<file path="config.mk">
export PLATFORM = sky130hd
export DESIGN_NAME = memory_stage
export DESIGN_NICKNAME = d
export VERILOG_FILES = /design/src/rtl/memory_stage.sv
export SDC_FILE = /design/constraint.sdc
export NUM_CORES = 1
export LEC_CHECK = 0
export CAP_MARGIN = 20
export CORE_AREA = 3 3 121 123
export CTS_CLUSTER_DIAMETER = 80
export CTS_CLUSTER_SIZE = 16
export DETAILED_ROUTE_END_ITERATION = 8
export DIE_AREA = 0 0 124 126
export PLACE_DENSITY = 0.87
export SYNTH_ARGS = -nofsm -noshare
export SYNTH_HDL_FRONTEND = slang
export SYNTH_SLANG_ARGS = --single-unit
</file>
<file path="constraint.sdc">
create_clock -name CLK -period 3.15 [get_ports CLK]
set_input_delay 0.315 -clock CLK [delete_from_list [all_inputs] [get_ports CLK]]
set_output_delay 0.315 -clock CLK [all_outputs]
set_load 0.05 [all_outputs]
</file>
<file path="src/rtl/memory_stage.sv">
// Memory stage: data-cache access control, load-data hold under freeze,
// and the LL/SC link register with snoop invalidation.
module memory_stage (
   input  logic        CLK,
   input  logic        nRST,
   input  logic        dREN_in,
   input  logic        dWEN_in,
   input  logic        ll_in,
   input  logic        sc_in,
   input  logic [31:0] addr_in,
   input  logic [31:0] store_in,
   input  logic [31:0] port_o_in,
   input  logic [4:0]  wsel_in,
   input  logic        WEN_in,
   input  logic        halt_in,
   input  logic        freeze_in,
   input  logic        dhit,
   input  logic [31:0] dmemload,
   input  logic        inv_valid,
   input  logic [31:0] inv_addr,
   output logic        dmemREN,
   output logic        dmemWEN,
   output logic [31:0] dmemaddr,
   output logic [31:0] dmemstore,
   output logic        mem_stall,
   output logic [31:0] dmemload_out,
   output logic [31:0] port_o_out,
   output logic [4:0]  wsel_out,
   output logic        WEN_out,
   output logic        halt_out
);

   typedef logic [31:0] word_t;

   typedef enum logic [1:0] {
      IDLE,
      WAIT,
      DONE
   } state_t;

   state_t state;
   state_t nxt;

   word_t ldata;
   word_t link_addr;
   logic  link_valid;
   logic  sc_res;

   logic busy;
   logic is_sc;
   logic link_match;
   logic sc_fail;
   logic mem_op;
   logic hit_op;
   logic ll_done;
   logic st_done;
   logic inv_hit;
   logic inv_ll;
   logic unused_bits;

   assign busy       = (state != DONE);
   assign is_sc      = sc_in & dWEN_in;
   assign link_match = (link_addr[31:2] == addr_in[31:2]);
   assign sc_fail    = sc_in & ~(link_valid & link_match);
   assign mem_op     = dREN_in | (dWEN_in & ~sc_fail);
   assign hit_op     = busy & mem_op & dhit;

   assign ll_done = busy & dREN_in & ll_in & dhit;
   assign st_done = hit_op & dWEN_in & link_match;
   assign inv_hit = inv_valid
                  & (inv_addr[31:2] == link_addr[31:2]);
   assign inv_ll  = inv_valid
                  & (inv_addr[31:2] == addr_in[31:2]);

   assign unused_bits = ^{inv_addr[1:0], link_addr[1:0]};

   assign dmemaddr  = addr_in;
   assign dmemstore = store_in;
   assign wsel_out  = wsel_in;
   assign WEN_out   = WEN_in & ~mem_stall;
   assign halt_out  = halt_in & ~mem_stall;

   always_comb begin
      nxt          = state;
      dmemREN      = 1'b0;
      dmemWEN      = 1'b0;
      mem_stall    = 1'b0;
      dmemload_out = dmemload;
      port_o_out   = port_o_in;
      unique case (state)
         IDLE, WAIT: begin
            dmemREN   = dREN_in & nRST;
            dmemWEN   = dWEN_in & ~sc_fail & nRST;
            mem_stall = mem_op & ~dhit & nRST;
            if (is_sc) begin
               port_o_out = {31'd0, ~sc_fail};
            end
            if (mem_op & dhit) begin
               nxt = freeze_in ? DONE : IDLE;
            end else if (mem_op) begin
               nxt = WAIT;
            end else if ((state == WAIT) & ~dhit) begin
               nxt = WAIT;
            end else begin
               nxt = IDLE;
            end
         end
         DONE: begin
            // Access already finished; replay the captured results only.
            dmemload_out = ldata;
            if (is_sc) begin
               port_o_out = {31'd0, sc_res};
            end
            nxt = freeze_in ? DONE : IDLE;
         end
         default: begin
            nxt = IDLE;
         end
      endcase
   end

   always_ff @(posedge CLK or negedge nRST) begin
      if (!nRST) begin
         state <= IDLE;
      end else begin
         state <= nxt;
      end
   end

   always_ff @(posedge CLK or negedge nRST) begin
      if (!nRST) begin
         ldata  <= '0;
         sc_res <= 1'b0;
      end else if (hit_op & freeze_in) begin
         ldata  <= dmemload;
         sc_res <= ~sc_fail;
      end
   end

   // A snoop to the word being linked this cycle beats the LL.
   always_ff @(posedge CLK or negedge nRST) begin
      if (!nRST) begin
         link_valid <= 1'b0;
         link_addr  <= '0;
      end else if (ll_done) begin
         link_valid <= ~inv_ll;
         link_addr  <= addr_in;
      end else if (inv_hit | st_done) begin
         link_valid <= 1'b0;
      end
   end

endmodule

</file>
==> impl_metrics.tcl <==
set metrics [dict create \
    status "finished, final reports clean" \
    synth_area_leaders "dfrtp_1, nand2_1, buf_4, xnor2_1, xor2_1" \
    clk_latency_ns 0.34 \
    die_area_mm2 0.0156 \
    yosys.cell_count.top_type "nand2_1" \
    grt_pass1_vias 5196 \
    synth_compound_area_share_pct 13.2 \
    use_met2_pct 38.8 \
    drt_iter0_markers 269 \
    cp-start-kind "input port" \
    via_per_inst 5.31 \
    synthXorXnorAreaFrac_pct 14.7 \
    synth_edf_count 0 \
    slowest_stage "nor4_1" \
    cp.arrival_ns 2.68 \
    grt_max_degree 47 \
    critPathKind "input port to output pin" \
    path_max_fanout 5 \
    crit_buf_inv 2 \
    maxSlewViolCount 0 \
    cts.sinks 66 \
    top_usage_layer "met2" \
    die_h_um 126 \
    numPortBuffers 233 \
    grt_setup_unrepaired "false" \
    critPathLaunch "addr_in[26]" \
    yosysWarningCount 0 \
    yosysUniqueCellTypes 47 \
    gr-total-overflow 0 \
    fin_nets 957 \
    reg2reg_depth 6 \
    grt_util_met3_pct 5.84 \
    routed_wl_um 17500 \
    gp_congestion 0.834 \
    post-route-util_pct 57.4 \
    postCtsResizedCells 0 \
    r2r_setup_slack_ns 0.73 \
    peakVddDrop_v 0.000247 \
    clk_path_buf_depth 2 \
    maxSlewHeadroom_pct 44.0 \
    crit_chain "clkdlybuf4s50_1, xor2_1, nor4_1, and4_2, a31oi_1, o21ai_0, buf_12" \
    synth_top_area_share_pct 30.8 \
    syn-num-nets 801 \
    drv_cap 0 \
    cts_htree_levels 3 \
    die_w_um 124 \
    hold_violations 0 \
    row_count 43 \
    yosys.area_share.simple_pct 21.3 \
    clkTransAtPathRegs_ns 0.06 \
    fin_skew_ns 0.0108 \
    period_needed_ns 2.99 \
    finalSetupTns_ns 0 \
    cts_tree "built" \
    critPathMaxStageDelay_ns 0.54 \
    synth_top_family_by_area "simple AND/OR/NAND/NOR gates" \
    remaining_drc_errors 0 \
    root_buffer "clkbuf_16" \
    synthTopCellsByCount "nand2_1, buf_4, dfrtp_1" \
    n_antenna_cell 0 \
    cts_hold_repair.buffers 1 \
    p_leak_nw 3.24 \
    critPathTopFamily "simple AND/OR/NAND/NOR gates" \
    power.density_mw_per_mm2 504 \
    postCtsSetupBuffers 0 \
    fin_crit_sh_pct 95.0 \
    detail-route-antenna-nets 0 \
    dpl.hpwl_um 13300 \
    vias 5134 \
    setup_viol 0 \
    r2r-start "link_addr[26]$_DFFE_PN0P_" \
    coreArea_mm2 0.0138 \
    syn2layout_area_growth_pct 47.4 \
    synth_area_leader_cell "dfrtp_1" \
    path_depth 7 \
    synth_flop_cell "dfrtp_1" \
    syn_area_mm2 0.00537 \
    worst_slack_ns 0.158 \
    crit_end "mem_stall" \
    yosys_register_bits 66 \
    synth-seq-area-share_pct 30.8 \
    grt_usage_pct 22.2 \
    drive_above_1_share_pct 18.7 \
    syn_inst 625 \
    dr.pass1.iters 5 \
    r2r_end "ldata[26]$_DFFE_PN0P_" \
    critPathRequiredTime_ns 2.83 \
    async_reset_ff_share_pct 100 \
    ios 314 \
    wl_per_cell_um 18.1 \
    muxShareOfSynthArea_pct 6.29 \
    synth_adder_area_share_pct 0 \
    cts_buffers 9 \
    initial_core_util_pct 39.0 \
    antenna_found_initial 0 \
    fmax_mhz 334 \
    grt_pass1_wl_um 27100 \
    place_ws_ns 0.179 \
    worstMarginPinSlew_ns 0.840 \
    end_kind "output pin" \
    syn_area_per_cell_um2 8.59 \
    min_path_type "input port to async pin" \
    met1_usage_pct 26.4 \
]
-- cells by family (layout without fill, tap and decap cells) --
logic type	count (synthesis)	count (layout)
compound gates	84	84
xor+xnor	90	90
buf+inv	109	270
flops	66	66
mux	30	30
simple gates	246	246
-- layout make-up --
type	instances	area [um^2]
multi-input cells	450	2990
well taps	180	225
flip-flops and latches	66	1650
repair buffers	252	2730
clock inverters	4	50.0
inverters	2	7.51
clock buffers	12	256
fillers	1187	5860
-- report_power, final --
part,switching [mW],internal [mW]
clock network,0.380,0.654
logic,0.916,0.751
registers,0.215,1.07
-- routing by layer --
metal  part of all wire (%)  vias up
met4                    1.8        0
met3                    8.5       26
li1                       -     2401
met2                     52      259
met5                      0        -
met1                     38     2448
-- placed cells by master, fill, tap and decap left out, types with 2 or more instances in the layout --
master           netlist  layout
nand2_1              168     168
clkdlybuf4s50_1        0     164
dfrtp_1               66      66
buf_4                 69      53
xnor2_1               49      49
xor2_1                41      41
buf_12                 0      34
and2_1                31      31
mux2_2                30      30
o211ai_1              30      30
o311ai_1              28      28
nand4_1               15      15
nor4_1                10      10
clkbuf_16              0       9
nand3_1                5       5
o21ai_0                4       4
nor4_2                 3       3
a31oi_1                3       3
nor2_1                 3       2
inv_1                  2       2
and3_1                 2       2
a21oi_1                2       2
o31ai_1                2       2
o311ai_2               2       2
o211ai_2               2       2
o311ai_0               2       2
clkbuf_8               0       2
clkinvlp_4             0       2
-- worst register-to-register path: cells and delay by family (launching register included) --
| family | cells | cell delay, ns |
|---|---|---|
| simple gates | 2 | 0.96 |
| compound gates | 2 | 0.47 |
| flops | 1 | 0.42 |
| buf+inv | 1 | 0.31 |
| xor+xnor | 1 | 0.17 |
-- flip-flops by register name, summed over array words and instances (netlist names) --
register and flops:
link_addr 30, link_valid 1, sc_res 1, state 2, ldata 32
-- worst min path at each step --
stage	startpoint	endpoint	slack [ns]	depth (start not counted)
global placement	nRST	sc_res$_DFFE_PN0P_	0.24	1
finish	nRST	sc_res$_DFFE_PN0P_	0.45	2
floorplan	nRST	ldata[0]$_DFFE_PN0P_	0.02	0
global route	nRST	sc_res$_DFFE_PN0P_	0.45	2
detailed placement	nRST	ldata[26]$_DFFE_PN0P_	0.24	1
CTS	nRST	sc_res$_DFFE_PN0P_	0.44	2
-- stage by stage --
stage | instance area [um^2] | power, mW | std cells | hold WS (ns)
global placement | 7600 | 2.91 | 949 | 0.235
floorplan | 5370 | 2.43 | 625 | 0.0194
global route | 7910 | 4.20 | 966 | 0.453
detailed placement | 7600 | 2.96 | 949 | 0.243
CTS | 7910 | 4.02 | 966 | 0.441
finish | 7910 | 3.99 | 966 | 0.451
Power figures use the tool's default switching activity.
